## config.mk

```make
export PLATFORM = sky130hd
export DESIGN_NAME = pxl_readout_buf
export DESIGN_NICKNAME = d
export VERILOG_FILES = /design/src/rtl/pxl_readout_pkg.sv /design/src/rtl/pxl_sync_fifo.sv /design/src/rtl/pxl_readout_buf.sv
export SDC_FILE = /design/constraint.sdc
export NUM_CORES = 1
export LEC_CHECK = 0
export BUFFER_PORTS_ARGS = -buffer_cell sky130_fd_sc_hd__buf_4
export CORE_ASPECT_RATIO = 0.5
export CORE_MARGIN = 2
export CORE_UTILIZATION = 40
export CTS_CLUSTER_DIAMETER = 60
export CTS_CLUSTER_SIZE = 12
export DETAILED_ROUTE_END_ITERATION = 16
export MAX_ROUTING_LAYER = met4
export PLACE_DENSITY = 0.68
export SETUP_SLACK_MARGIN = 0.3
export SYNTH_ARGS = -nofsm -noshare
export SYNTH_HDL_FRONTEND = slang
export SYNTH_SLANG_ARGS = --single-unit
```

## constraint.sdc

```tcl
create_clock -name clk -period 3.8 [get_ports clk]
set_clock_uncertainty 0.05 [all_clocks]
set_input_delay 0.38 -clock clk [delete_from_list [all_inputs] [get_ports clk]]
set_output_delay 0.38 -clock clk [all_outputs]
set_load 0.005 [all_outputs]
```

## src/rtl/pxl_readout_pkg.sv

```systemverilog
// pxl_readout_pkg: shared widths, depths and entry layout for the pixel readout buffer
package pxl_readout_pkg;

    localparam int PXL_DW         = 16;
    localparam int PXL_FIFO_DEPTH = 8;
    localparam int DROP_CNT_W     = 8;

    typedef struct packed {
        logic              last;
        logic [PXL_DW-1:0] data;
    } pxl_entry_t;

endpackage

```

## src/rtl/pxl_sync_fifo.sv

```systemverilog
// pxl_sync_fifo: show-ahead synchronous FIFO with wrapping pointers and occupancy count
module pxl_sync_fifo #(
    parameter int W     = 17,
    parameter int DEPTH = 8,
    localparam int AW   = $clog2(DEPTH)
) (
    input  logic          clk,
    input  logic          rst,
    input  logic          push,
    input  logic          pop,
    input  logic [W-1:0]  wdata,
    output logic [W-1:0]  rdata,
    output logic          valid,
    output logic          full,
    output logic [AW:0]   level
);

    logic [W-1:0]  mem [DEPTH];
    logic [AW-1:0] wptr;
    logic [AW-1:0] rptr;
    logic          wr;
    logic          rd;

    assign valid = level != '0;
    assign full  = level == (AW+1)'(DEPTH);
    assign rd    = pop && valid;
    assign wr    = push && (!full || rd);
    assign rdata = valid ? mem[rptr] : '0;

    // Pointers wrap naturally because DEPTH is a power of two; level tracks net push/pop
    always_ff @(posedge clk) begin
        if (rst) begin
            wptr  <= '0;
            rptr  <= '0;
            level <= '0;
        end else begin
            if (wr) wptr <= wptr + AW'(1);
            if (rd) rptr <= rptr + AW'(1);
            level <= level + {{AW{1'b0}}, wr} - {{AW{1'b0}}, rd};
        end
    end

    // Storage is never reset; the pointers alone decide what is live
    always_ff @(posedge clk) begin
        if (wr) mem[wptr] <= wdata;
    end

endmodule

```

## src/rtl/pxl_readout_buf.sv

```systemverilog
// pxl_readout_buf: captures pixel FSM results on done edges into a FIFO with overflow tracking
module pxl_readout_buf
    import pxl_readout_pkg::*;
#(
    parameter int DW    = PXL_DW,
    parameter int DEPTH = PXL_FIFO_DEPTH
) (
    input  logic                      clk,
    input  logic                      rst,
    input  logic                      pxl_done_i,
    input  logic [DW-1:0]             pxl_data_i,
    input  logic                      kernel_done_i,
    output logic                      out_valid,
    input  logic                      out_ready,
    output logic [DW-1:0]             out_data,
    output logic                      out_last,
    output logic [$clog2(DEPTH):0]    level,
    output logic                      ovf,
    output logic [DROP_CNT_W-1:0]     drop_cnt,
    input  logic                      clr_ovf
);

    logic          done_q;
    logic          push;
    logic          pop;
    logic          full;
    logic          drop;
    logic [DW:0]   head;

    assign push = pxl_done_i && !done_q;
    assign pop  = out_valid && out_ready;
    assign drop = push && full && !pop;
    assign {out_last, out_data} = head;

    pxl_sync_fifo #(
        .W     (DW + 1),
        .DEPTH (DEPTH)
    ) u_fifo (
        .clk   (clk),
        .rst   (rst),
        .push  (push),
        .pop   (pop),
        .wdata ({kernel_done_i, pxl_data_i}),
        .rdata (head),
        .valid (out_valid),
        .full  (full),
        .level (level)
    );

    // Previous done level so a held-high flag pushes only once
    always_ff @(posedge clk) begin
        done_q <= rst ? 1'b0 : pxl_done_i;
    end

    // Sticky overflow and saturating drop count; a drop in the clear cycle counts as the first
    always_ff @(posedge clk) begin
        if (rst) begin
            ovf      <= 1'b0;
            drop_cnt <= '0;
        end else if (drop) begin
            ovf      <= 1'b1;
            drop_cnt <= clr_ovf ? DROP_CNT_W'(1) : (&drop_cnt ? drop_cnt : drop_cnt + DROP_CNT_W'(1));
        end else if (clr_ovf) begin
            ovf      <= 1'b0;
            drop_cnt <= '0;
        end
    end

endmodule

```

* Word-level counts from Yosys, hierarchy flattened
Memories as Yosys holds them, arrays and structs flattened. A register that Yosys moved wholly into a read port is not among the register bits. Cells that the tools add are included.
Word-level totals: flip-flop bits (word level) 20, memory bits (writable) 136, input bits 22, word-level logic and storage cells 39, memories 1
Cells by class: $add $sub $neg 5, equal/unequal tests 2, multiplexer cells 11, reduce and logical (&&, ||, !) cells 14
Memories:
- u_fifo.mem | words 8, width 17, read ports 1, clocked after Yosys merged registers in 1, write ports 1, RTL line pxl_sync_fifo.sv:18 | logic [W-1:0] mem [DEPTH];
Operators with widths (count):
- $mux 8 | 4
- $mux 17 | 1
- $add 8x1->8 const B | 1
- $reduce_and 8->1 | 1
- $add 3x1->3 const B | 2
- $logic_and 1x1->1 | 6
- $mux 3 | 2
- $add 4x1->4 | 1
- $eq 4x4->1 const B | 1
- $mux 1 | 4
- $reduce_bool 4->1 | 1
- $sub 4x1->4 | 1
- $logic_not 1->1 | 3
- $ne 2x2->1 const B | 1
- $reduce_and 2->1 | 1
- $reduce_bool 2->1 | 1
- $logic_or 1x1->1 | 1

* Logic depth before layout (Yosys ltp)
Gate-level depths: netlist of run 1.
word-level depth 7, mapped depth 14

* By module
A second synthesis of run 1 with hierarchy kept.
Unflattened totals: cell total of the unflattened synthesis 342, area total of the unflattened synthesis 6307.3 µm²
By module, submodules not included:
- pxl_sync_fifo | times used 1, cells each 283, area each 5808.1 µm²
- pxl_readout_buf | times used 1, cells each 59, area each 499.2 µm²

* Worst setup path before layout of run 1
Ideal clock, no wire load.
path type flip-flop to flip-flop, start point register u_fifo.level[2], end point memory u_fifo.mem[0][0], enable pin, setup time 0.435 ns, arrival 2.720 ns, data required time 3.315 ns, setup slack 0.595 ns, cell stages (with the launch flop) 6, period minus slack after synthesis 3.205 ns, cell sequence dfxtp_1 -> inv_1 -> ha_1 -> nor2b_1 -> o21ai_0 -> nor4_1
Between the ends: cells in the longest elaborated chain, start to end 7, elaborated cells on any way between the ends 9, classes of those cells 1 x eq/ne; 2 x mux; 6 x reduce/logical
Ends and longest elaborated chain:
- from (decl) | RTL line pxl_sync_fifo.sv:15 | output logic [AW:0] level
- from (signal assigned) | RTL line pxl_sync_fifo.sv:39 | level <= level + {{AW{1'b0}}, wr} - {{AW{1'b0}}, rd};
- $reduce_bool 4->1 | RTL line pxl_sync_fifo.sv:24 | assign valid = level != '0;
- $logic_and 1x1->1 | RTL line pxl_readout_buf.sv:31 | assign pop = out_valid && out_ready;
- $logic_and 1x1->1 | RTL line pxl_sync_fifo.sv:26 | assign rd = pop && valid;
- $logic_or 1x1->1 (*) | RTL line pxl_sync_fifo.sv:27 | assign wr = push && (!full || rd);
- $logic_and 1x1->1 (*) | RTL line pxl_sync_fifo.sv:27
- $mux 1 (*) | RTL line pxl_sync_fifo.sv:45 | if (wr) mem[wptr] <= wdata;
- $mux 1 (not written as such) (*) | RTL line pxl_sync_fifo.sv:45
- to (decl) | RTL line pxl_sync_fifo.sv:18
Every way passes the cells marked *; elsewhere a longest branch is shown, timed or not.

==> summary.md, run 1 <==
| Metric | Value |
|---|---|
| Static leakage | `2.55 nW` |
| Data arrival, critical path | `2.43 ns` |
| Synthesized area per cell | `17.9 um^2` |
| Critical path's most frequent cell | `buf_4` |
| Root Buffer | `clkbuf_16` |
| Die Y | `92.8 um` |
| Placed wire-length estimate | `6890 um` |
| Die width | `181 um` |
| Pin count of the biggest net entering global routing | `35` |
| Worst path required time | `3.37 ns` |
| Yosys reg bits | `159` |
| Largest family of logic cells by synthesized area | `multiplexers` |
| WHS | `0.144 ns` |
| CP Class | `flop to output pin` |
| Post-Layout Cell Count | `637` |
| Status | `complete, no violations` |
| Peak supply drop | `0.280 mV` |
| Setup TNS | `0 ns` |
| DR WL/cell | `18.2 um` |
| Post-CTS sizing | `0` |
| CP Buf/Inv Count | `2` |
| Register area share after synthesis | `72.1%` |
| YS warnings | `0` |
| Post-DRT Antenna Nets | `0` |
| Final setup viols | `0` |
| First-pass GRT wire length | `18300 um` |
| Routed WL | `11600 um` |
| Vias | `3260` |
| Worst path cell trace | `buf_4 > mux4_2 > mux2i_1 > nor2_1 > buf_4` |
| Synth Area in XOR/XNOR | `0.834%` |
| Row count | `32` |
| DRC viols | `0` |
| Min cycle time layout | `2.86 ns` |
| Register Area | `4550 um^2` |
| Worst-Margin Slew | `0.707 ns` |
| Period Utilization, post-route | `75.1%` |
| Crit path largest cell delay | `0.79 ns` |
| Reg clk slew, reported paths | `0.06 ns` |
| Power Dens Cells | `636 nW/um^2` |
| Critical path fanouts, max | `20` |
| Syn Inst Count | `352` |
| Core outline area | `15400 um^2` |
| Critical path startpoint category | `flop` |
| IO Count | `53` |
| Initial core utilization | `40.9%` |
| Commonest non-fill, non-tap cell in the layout | `edfxtp_1` |
| # Max-Cap Violations | `0` |
| Commonest cells after routing, fill and taps aside | `edfxtp_1 (136), buf_4 (66), mux4_2 (34)` |
| Max Clock Freq | `350 MHz` |
| First DRT Iteration DRCs | `202` |
| Clk sinks | `159` |
| Simple-gate portion of the synthesized area | `5.84%` |
| Inst Count DP | `605` |
| Max-slew violation count | `0` |
| Initial antenna violation count | `0` |
| CP endpoint kind | `output pin` |
| Synth area leaders | `edfxtp_1 (65%), mux4_2 (12%), dfxtp_1 (7.3%)` |
| Worst path top cell family by delay | `flip-flops` |
| H-tree Lvls | `4` |
| Die area | `16800 um^2` |
| Worst reg2reg startpoint | `u_fifo.level[2]` |
| Hold_sp | `pxl_data_i[6]` |
| Num CTS Buffers | `17` |
| I/O Buffers | `52` |
| Setup bufs post-CTS | `0` |
| 1st-pass router iterations | `4` |
| GRT Total Usage | `15.3%` |
| Area leader, netlist | `edfxtp_1` |
| Diodes inserted | `0` |
| Vias in the first global route | `3371` |
| Footprint of the multi-input gates | `1670 um^2` |
| Synth unique cells | `38` |
| GRT Residual Overflow | `0` |
| Slew HR | `52.9%` |
| RD Place Congestion | `0.811` |
| NumNets Final | `452` |
| Synth top area share | `64.8%` |
| Fin util | `49.3%` |
| Mapped Area | `6300 um^2` |
| Area Growth Syn to Fin | `20.6%` |
| Hold Path Class | `input pin to flop` |
| Slowest stage cell, crit path | `dfxtp_2` |
| Complex-gate fraction of the synthesized area | `2.50%` |
| Largest buffer count on any clock path | `2` |
| Hold Buf Count CTS | `0` |
| Vias per inst | `5.12` |
| CTS tree | `yes` |
| Share of cells above drive strength 1 | `32.1%` |
| FILL cells | `1264` |
| Clk Latency, worst-skew pair | `0.42 ns` |
| Final-report hold violation count | `0` |
| Adder-cell share of the synthesized area | `2.10%` |
| RSZ-0062 raised after global routing | `false` |
| Post-synthesis mux area share | `14.9%` |
| Syn nets | `384` |
## layer usage
metal / track usage [%] / wire, um / vias up
li1: - / - / 1531
met1: 20.0 / 5620 / 1654
met2: 23.1 / 5430 / 65
met3: 4.95 / 441 / 10
met4: 4.07 / 98 / 0
met5: - / 0 / -
## registers in the layout, indices dropped and copies added (netlist names), named ones only
signal / count
done_q: 1
u_fifo.wptr: 3
ovf: 1
drop_cnt: 8
u_fifo.level: 4
u_fifo.rptr: 3
u_fifo.mem: 136
## synth_stat cells
cell type  count
nand4_1        4
and3_1         2
or4_1          3
nor4_1         1
nor2_1        30
a31oi_1        1
dfxtp_1       23
ha_1           9
nand3_1        3
mux4_2        34
edfxtp_1     136
o31ai_1        3
mux2i_1       17
or3_1          1
fa_1           1
o41ai_1        2
nand2_1       10
a2111o_1       1
o311ai_0       2
buf_2          4
nor3_1         6
xor2_1         2
xnor2_1        4
nand2b_1       4
o211ai_1       1
a21o_1         1
nor2b_1        5
o21ai_0        2
and2_0         1
or2_2          1
inv_1         11
or3_4          1
or3b_4         1
clkbuf_1      10
buf_1          3
a21oi_1       10
a211oi_1       1
and4_1         1
## per-stage QoR
stage | total power (W) | area (um^2) | setup slack, ns
floorplan | 0.00278 | 6300 | 0.595
global placement | 0.00321 | 7010 | 1.32
detailed placement | 0.00322 | 7010 | 1.24
CTS | 0.00490 | 7600 | 0.856
global route | 0.00508 | 7600 | 0.714
finish | 0.00483 | 7600 | 0.945
## power by group
group,internal [W],switching (W)
sequential,0.00199,0.0000912
combinational,0.000590,0.000482
clock,0.000982,0.000694
total,0.00356,0.00127
## path summary, 6_finish.rpt
path,slack [ns],to,cells past startpoint
max reg2reg,1.25,u_fifo.level[2],13
min,0.14,u_fifo.mem[1][6],1
min reg2reg,0.44,ovf,2
max,0.94,out_data[15],5
## worst register-to-register path: stages (launching register included)
cell	delay (ns)
dfxtp_1	0.32
inv_1	0.10
ha_1	0.18
and3_1	0.16
buf_4	0.26
inv_1	0.12
nand2_1	0.10
inv_1	0.08
ha_1	0.27
inv_1	0.04
ha_1	0.20
fa_1	0.38
xnor2_1	0.14
nor2_1	0.05
## cells by family (layout without fill, tap and decap cells)
group	count (synthesis)	in the layout
compound gates	24	24
xor+xnor	6	6
fa+ha+maj	10	10
buf+inv	28	109
flops	159	159
mux	51	51
simple gates	74	74
## layout make-up
class | instances | area share [%]
Sequential cell | 159 | 59.8
Multi-Input combinational cell | 165 | 22.0
Timing Repair Buffer | 66 | 6.52
Clock buffer | 18 | 5.65
Tap cell | 204 | 3.36
Clock inverter | 14 | 2.09
Inverter | 11 | 0.543
No activity file was read; power rests on OpenSTA's default activity.
==> run 2, diff against run 1 <==
clock period = 2.8 ns   (was 3.8 ns; I/O delays follow)
==> run 2 against run 1 <==
Effect of this change: worst hold slack worse by 0.11 ns; core utilization is 0.25 points higher; sequential share of layout area is 0.27 points lower; sequential power is 35% higher; cell count stayed put; clock power is 35% higher; die area stayed put; total power is 37% higher; register-to-register slack worse by 0.70 ns; combinational power is 46% higher; critical path depth stayed put; highest routed layer unchanged.
==> summary.md, run 2 (synthesis gave the netlist of run 1 again) <==
| Metric | Value |
|---|---|
| Status | `complete, no violations` |
| Initial core utilization | `40.9%` |
| First DRT Iteration DRCs | `202` |
| IO Count | `53` |
| Period Utilization, post-route | `83.4%` |
| CP endpoint kind | `output pin` |
| Worst reg2reg startpoint | `u_fifo.level[2]` |
| Share of cells above drive strength 1 | `32.3%` |
| Die Y | `92.8 um` |
| Sw Ratio | `26.5%` |
| Routed WL | `12000 um` |
| Placed wire-length estimate | `6790 um` |
| Die width | `181 um` |
| Diodes inserted | `0` |
| Net Sw Power | `0.00175 W` |
| Critical path fanouts, max | `14` |
| GRT Residual Overflow | `0` |
| Setup WS post-layout | `0.464 ns` |
| Hold Path Class | `input pin to flop` |
| Pin count of the biggest net entering global routing | `35` |
| Worst path cell trace | `buf_12 > mux4_2 > mux2i_1 > nor2_1 > buf_4` |
| Critical path startpoint category | `flop` |
| Crit path largest cell delay | `0.53 ns` |
| Vias in the first global route | `3401` |
| R2R Setup Slk | `0.55 ns` |
| GRT Total Usage | `15.6%` |
| Clk pwr share | `34.2%` |
| H-tree Lvls | `4` |
| Reg2reg end | `u_fifo.level[2]` |
| Row count | `32` |
| Max-slew violation count | `0` |
| CTS tree | `yes` |
| Initial antenna violation count | `0` |
| Slew HR | `66.3%` |
| DR WL/cell | `18.8 um` |
| Top reg by flops | `u_fifo.mem` |
| Clk Latency, worst-skew pair | `0.41 ns` |
| CP Capture Point | `out_data[15]` |
| Die area | `16800 um^2` |
| Reg clk slew, reported paths | `0.07 ns` |
| Setup TNS | `0 ns` |
| # Max-Cap Violations | `0` |
| WHS | `0.0334 ns` |
| Hold_sp | `pxl_data_i[8]` |
| Static leakage | `2.54 nW` |
| Data arrival, critical path | `2.01 ns` |
| Worst-Margin Slew | `0.502 ns` |
| Biggest regs | `u_fifo.mem: 136 flops, drop_cnt: 8 flops, u_fifo.level: 4 flops` |
| First-pass GRT wire length | `18700 um` |
| Inst Count DP | `604` |
| RD Place Congestion | `0.791` |
| Num CTS Buffers | `17` |
| Sequential share of power | `42.2%` |
| Area Growth Syn to Fin | `21.2%` |
| Root Buffer | `clkbuf_16` |
| Fin util | `49.5%` |
| Min cycle time layout | `2.34 ns` |
| Vias | `3268` |
| Pre-CTS setup slack | `0.491 ns` |
| Commonest non-fill, non-tap cell in the layout | `edfxtp_1` |
| Largest buffer count on any clock path | `2` |
| 1st-pass router iterations | `5` |
| RSZ-0062 raised after global routing | `false` |
| WP depth | `5` |
| Power Dens Cells | `868 nW/um^2` |
| Comb power frac | `23.6%` |
| Vias per inst | `5.13` |
| Post-DRT Antenna Nets | `0` |
| CP Class | `flop to output pin` |
| I/O Buffers | `52` |
| Clk sinks | `159` |
| Worst path required time | `2.47 ns` |
| Final setup viols | `0` |
| Max reg flops | `136` |
| Peak supply drop | `0.376 mV` |
| NumNets Final | `452` |
| Commonest cells after routing, fill and taps aside | `edfxtp_1 (136), buf_4 (64), mux4_2 (34)` |
| Final-report hold violation count | `0` |
| CP Buf/Inv Count | `2` |
| Max Clock Freq | `428 MHz` |
| Core outline area | `15400 um^2` |
| Post-Layout Cell Count | `637` |
| P_int | `0.00487 W` |
| Slowest stage cell, crit path | `mux4_2` |
| Worst path top cell family by delay | `multiplexers` |
| R2R depth | `12` |
| DRC viols | `0` |
| Setup bufs post-CTS | `0` |
run 2: stage by stage:
step / power, W / area [um^2]
6_report: 0.00663 / 7640
5_1_grt: 0.00697 / 7640
4_1_cts: 0.00666 / 7610
3_5_place_dp: 0.00440 / 7020
3_3_place_gp: 0.00437 / 7020
2_1_floorplan: 0.00377 / 6310
run 2: area by class of cell:
class,instances,area (um^2)
Fill cell,1260,7780
Clock inverter,14,156
Tap cell,204,255
Sequential cell,159,4550
Multi-Input combinational cell,165,1680
Timing Repair Buffer,66,526
Clock buffer,18,429
Inverter,11,41.3
run 2: metal layers:
metal	part of all wire [%]	up-vias	global-route usage [%]	routed length (um)
met5	0	-	-	0
li1	-	1525	-	-
met3	2.8	8	4.17	333
met4	0.90	0	5.28	108
met2	48	53	23.8	5800
met1	48	1682	20.3	5760
run 2: worst min-delay path by stage:
stage                       end  slack (ns)  cells after the start
6_report       u_fifo.mem[3][8]        0.03                      1
5_1_grt        u_fifo.mem[3][8]        0.03                      1
4_1_cts        u_fifo.mem[3][8]        0.02                      1
3_5_place_dp                ovf        0.42                      2
3_3_place_gp                ovf        0.41                      2
2_1_floorplan  u_fifo.mem[0][0]        0.33                      0
run 2: worst register-to-register path: stages, from the launching register on:
cell and delay [ns]:
dfxtp_1 0.31, inv_1 0.10, ha_1 0.17, and3_1 0.18
inv_1 0.07, nand2_1 0.10, inv_2 0.06, ha_1 0.26
inv_1 0.04, ha_1 0.19, fa_1 0.39, xnor2_1 0.16
nor2_1 0.05
run 2: repair_timing:
item | 4_1_cts | 5_1_grt
endpoints found under the setup margin | 3 | 18
hold buffers | 0 | 0
gates cloned | 0 | 1
resized for setup | 0 | 3
hold endpoints to repair | 0 | 0
run 2: power groups by stage:
stage / Combinational, W / Sequential [W] / Clock (W)
after CTS: 0.00156 / 0.00279 / 0.00232
after floorplan: 0.000973 / 0.00280 / 0
after global routing: 0.00174 / 0.00281 / 0.00241
final: 0.00156 / 0.00280 / 0.00227
after global placement: 0.00154 / 0.00283 / 0
after detailed placement: 0.00156 / 0.00284 / 0
==> run 3, diff against run 2 <==
PLACE_DENSITY = 0.7   (was 0.68)
clock period = 2 ns   (was 2.8 ns; I/O delays follow)
==> run 3 against run 2 <==
Effect of this change: the flow now finishes with violations (negative setup slack); core utilization increased by 7.9 points; via count increased by 14%; first-iteration DRC count grew 14%; clock-buffer cell count is the same; sequential power increased by 40%; setup slack worse by 0.66 ns; combinational power up 90%; cell count grew 11%; total power is 54% higher; wire length grew 20%; sequential share of layout area decreased by 8.1 points; critical path type is now flop to flop.
==> summary.md, run 3 (synthesis gave the netlist of run 1 again) <==
| Metric | Value |
|---|---|
| Worst path required time | `2.30 ns` |
| Status | `finished with violations` |
| Share of cells above drive strength 1 | `45.7%` |
| Biggest regs | `u_fifo.mem: 136 flops, drop_cnt: 8 flops, u_fifo.level: 4 flops` |
| Row count | `32` |
| RSZ-0062 raised after global routing | `true` |
| Setup TNS | `-10.84 ns` |
| Design Power | `0.0102 W` |
| Placed wire-length estimate | `7040 um` |
| WHS | `0.0375 ns` |
| Clk sinks | `159` |
| Setup WS post-layout | `-0.195 ns` |
| DR WL/cell | `20.3 um` |
| CP Class | `flop to flop` |
| Hold Path Class | `input pin to flop` |
| Die Y | `92.8 um` |
| Min cycle time layout | `2.20 ns` |
| Worst-Margin Slew | `0.457 ns` |
| Final-report hold violation count | `0` |
| CTS tree | `yes` |
| IO Count | `53` |
| Peak supply drop | `0.609 mV` |
| First-pass GRT wire length | `21000 um` |
| Power Dens Cells | `1150 nW/um^2` |
| Critical path fanouts, max | `5` |
| 1st-pass router iterations | `6` |
| GRT Residual Overflow | `0` |
| NumNets Final | `524` |
| Failing checks | `negative setup slack` |
| CP endpoint kind | `flop` |
| Clk Latency, worst-skew pair | `0.41 ns` |
| Static leakage | `3.04 nW` |
| Max-slew violation count | `0` |
| Period Utilization, post-route | `110%` |
| Diodes inserted | `0` |
| Data arrival, critical path | `2.49 ns` |
| Slew HR | `69.6%` |
| Critical path startpoint category | `flop` |
| Vias per inst | `5.27` |
| Die area | `16800 um^2` |
| Pin count of the biggest net entering global routing | `35` |
| Vias | `3736` |
| GRT Total Usage | `17.5%` |
| DRC viols | `0` |
| # Max-Cap Violations | `0` |
| Max Clock Freq | `455 MHz` |
| Routed WL | `14400 um` |
| Root Buffer | `clkbuf_16` |
| RD Place Congestion | `0.741` |
| H-tree Lvls | `4` |
| Core outline area | `15400 um^2` |
| Die width | `181 um` |
| Commonest cells after routing, fill and taps aside | `edfxtp_1 (136), buf_4 (72), mux4_2 (34)` |
| Fin util | `57.4%` |
| Initial core utilization | `40.9%` |
| Commonest non-fill, non-tap cell in the layout | `edfxtp_1` |
| Area Growth Syn to Fin | `40.5%` |
| Max reg flops | `136` |
| Largest buffer count on any clock path | `2` |
| Post-DRT Antenna Nets | `0` |
| Num CTS Buffers | `17` |
| Top reg by flops | `u_fifo.mem` |
| Final setup viols | `116` |
| Initial antenna violation count | `0` |
| Reg clk slew, reported paths | `0.06 ns` |
| I/O Buffers | `52` |
| Vias in the first global route | `3764` |
| First DRT Iteration DRCs | `230` |
| Pre-CTS setup slack | `-0.227 ns` |
==> run 3: cell types whose count changed in the layout (fill, tap and decap cells not counted), moves of 4 or more <==
cell           change
inv_1              -6
nor3_4             +4
buf_6             +29
buf_16             +6
buf_12             +7
buf_4              +8
dlygate4sd3_1     +17
a21oi_2            +5
inv_2              +4
a21oi_1            -5
==> run 3: final cells by class <==
cell class	count	area (um^2)
sequential	159	4550
clock inverter	14	166
timing repair buffer	138	1490
inverter	11	46.3
fill	1101	6560
tap	204	255
clock buffer	18	429
multi-input combinational	165	1910
==> run 3: timing repair <==
action,in CTS,in global routing
hold buffers,17,0
gates resized for setup,38,34
gates cloned,6,5
endpoints found under the setup margin,167,169
pin swaps,20,23
buffers inserted,21,5
endpoints found under the hold margin,136,0
==> run 3: worst paths after layout <==
path | startpoint | endpoint | slack, ns | depth (start not counted)
setup / recovery | u_fifo.level[2] | drop_cnt[3] | -0.20 | 8
hold / removal | clr_ovf | drop_cnt[6] | 0.04 | 3
setup reg to reg | u_fifo.level[2] | drop_cnt[3] | -0.20 | 8
hold reg to reg | ovf | ovf | 0.45 | 2
==> run 3: worst max-delay path, cell delays in order (launching register included) <==
cell,delay (ns)
dfxtp_2,0.33
inv_4,0.08
ha_4,0.12
or3b_4,0.39
buf_6,0.13
or3_4,0.34
buf_6,0.14
or4_1,0.40
a21oi_1,0.14
==> run 3: report_power, final <==
part	switching (W)	internal [W]
logic	0.00124	0.00172
registers	0.000137	0.00379
clock network	0.00140	0.00189
total	0.00277	0.00740
==> run 3: metal layers <==
metal / track usage [%] / vias up / part of all wire [%]
li1: - / 1688 / -
met1: 22.0 / 1876 / 42
met2: 28.4 / 146 / 50
met3: 4.56 / 26 / 6.6
met4: 4.95 / 0 / 1.7
met5: - / - / 0
==> run 3: per-stage QoR <==
| step | instance area [um^2] | std cells |
|---|---|---|
| finish | 8850 | 709 |
| global route | 8850 | 709 |
| CTS | 8570 | 699 |
| detailed placement | 7290 | 623 |
| global placement | 7290 | 623 |
| floorplan | 6460 | 352 |
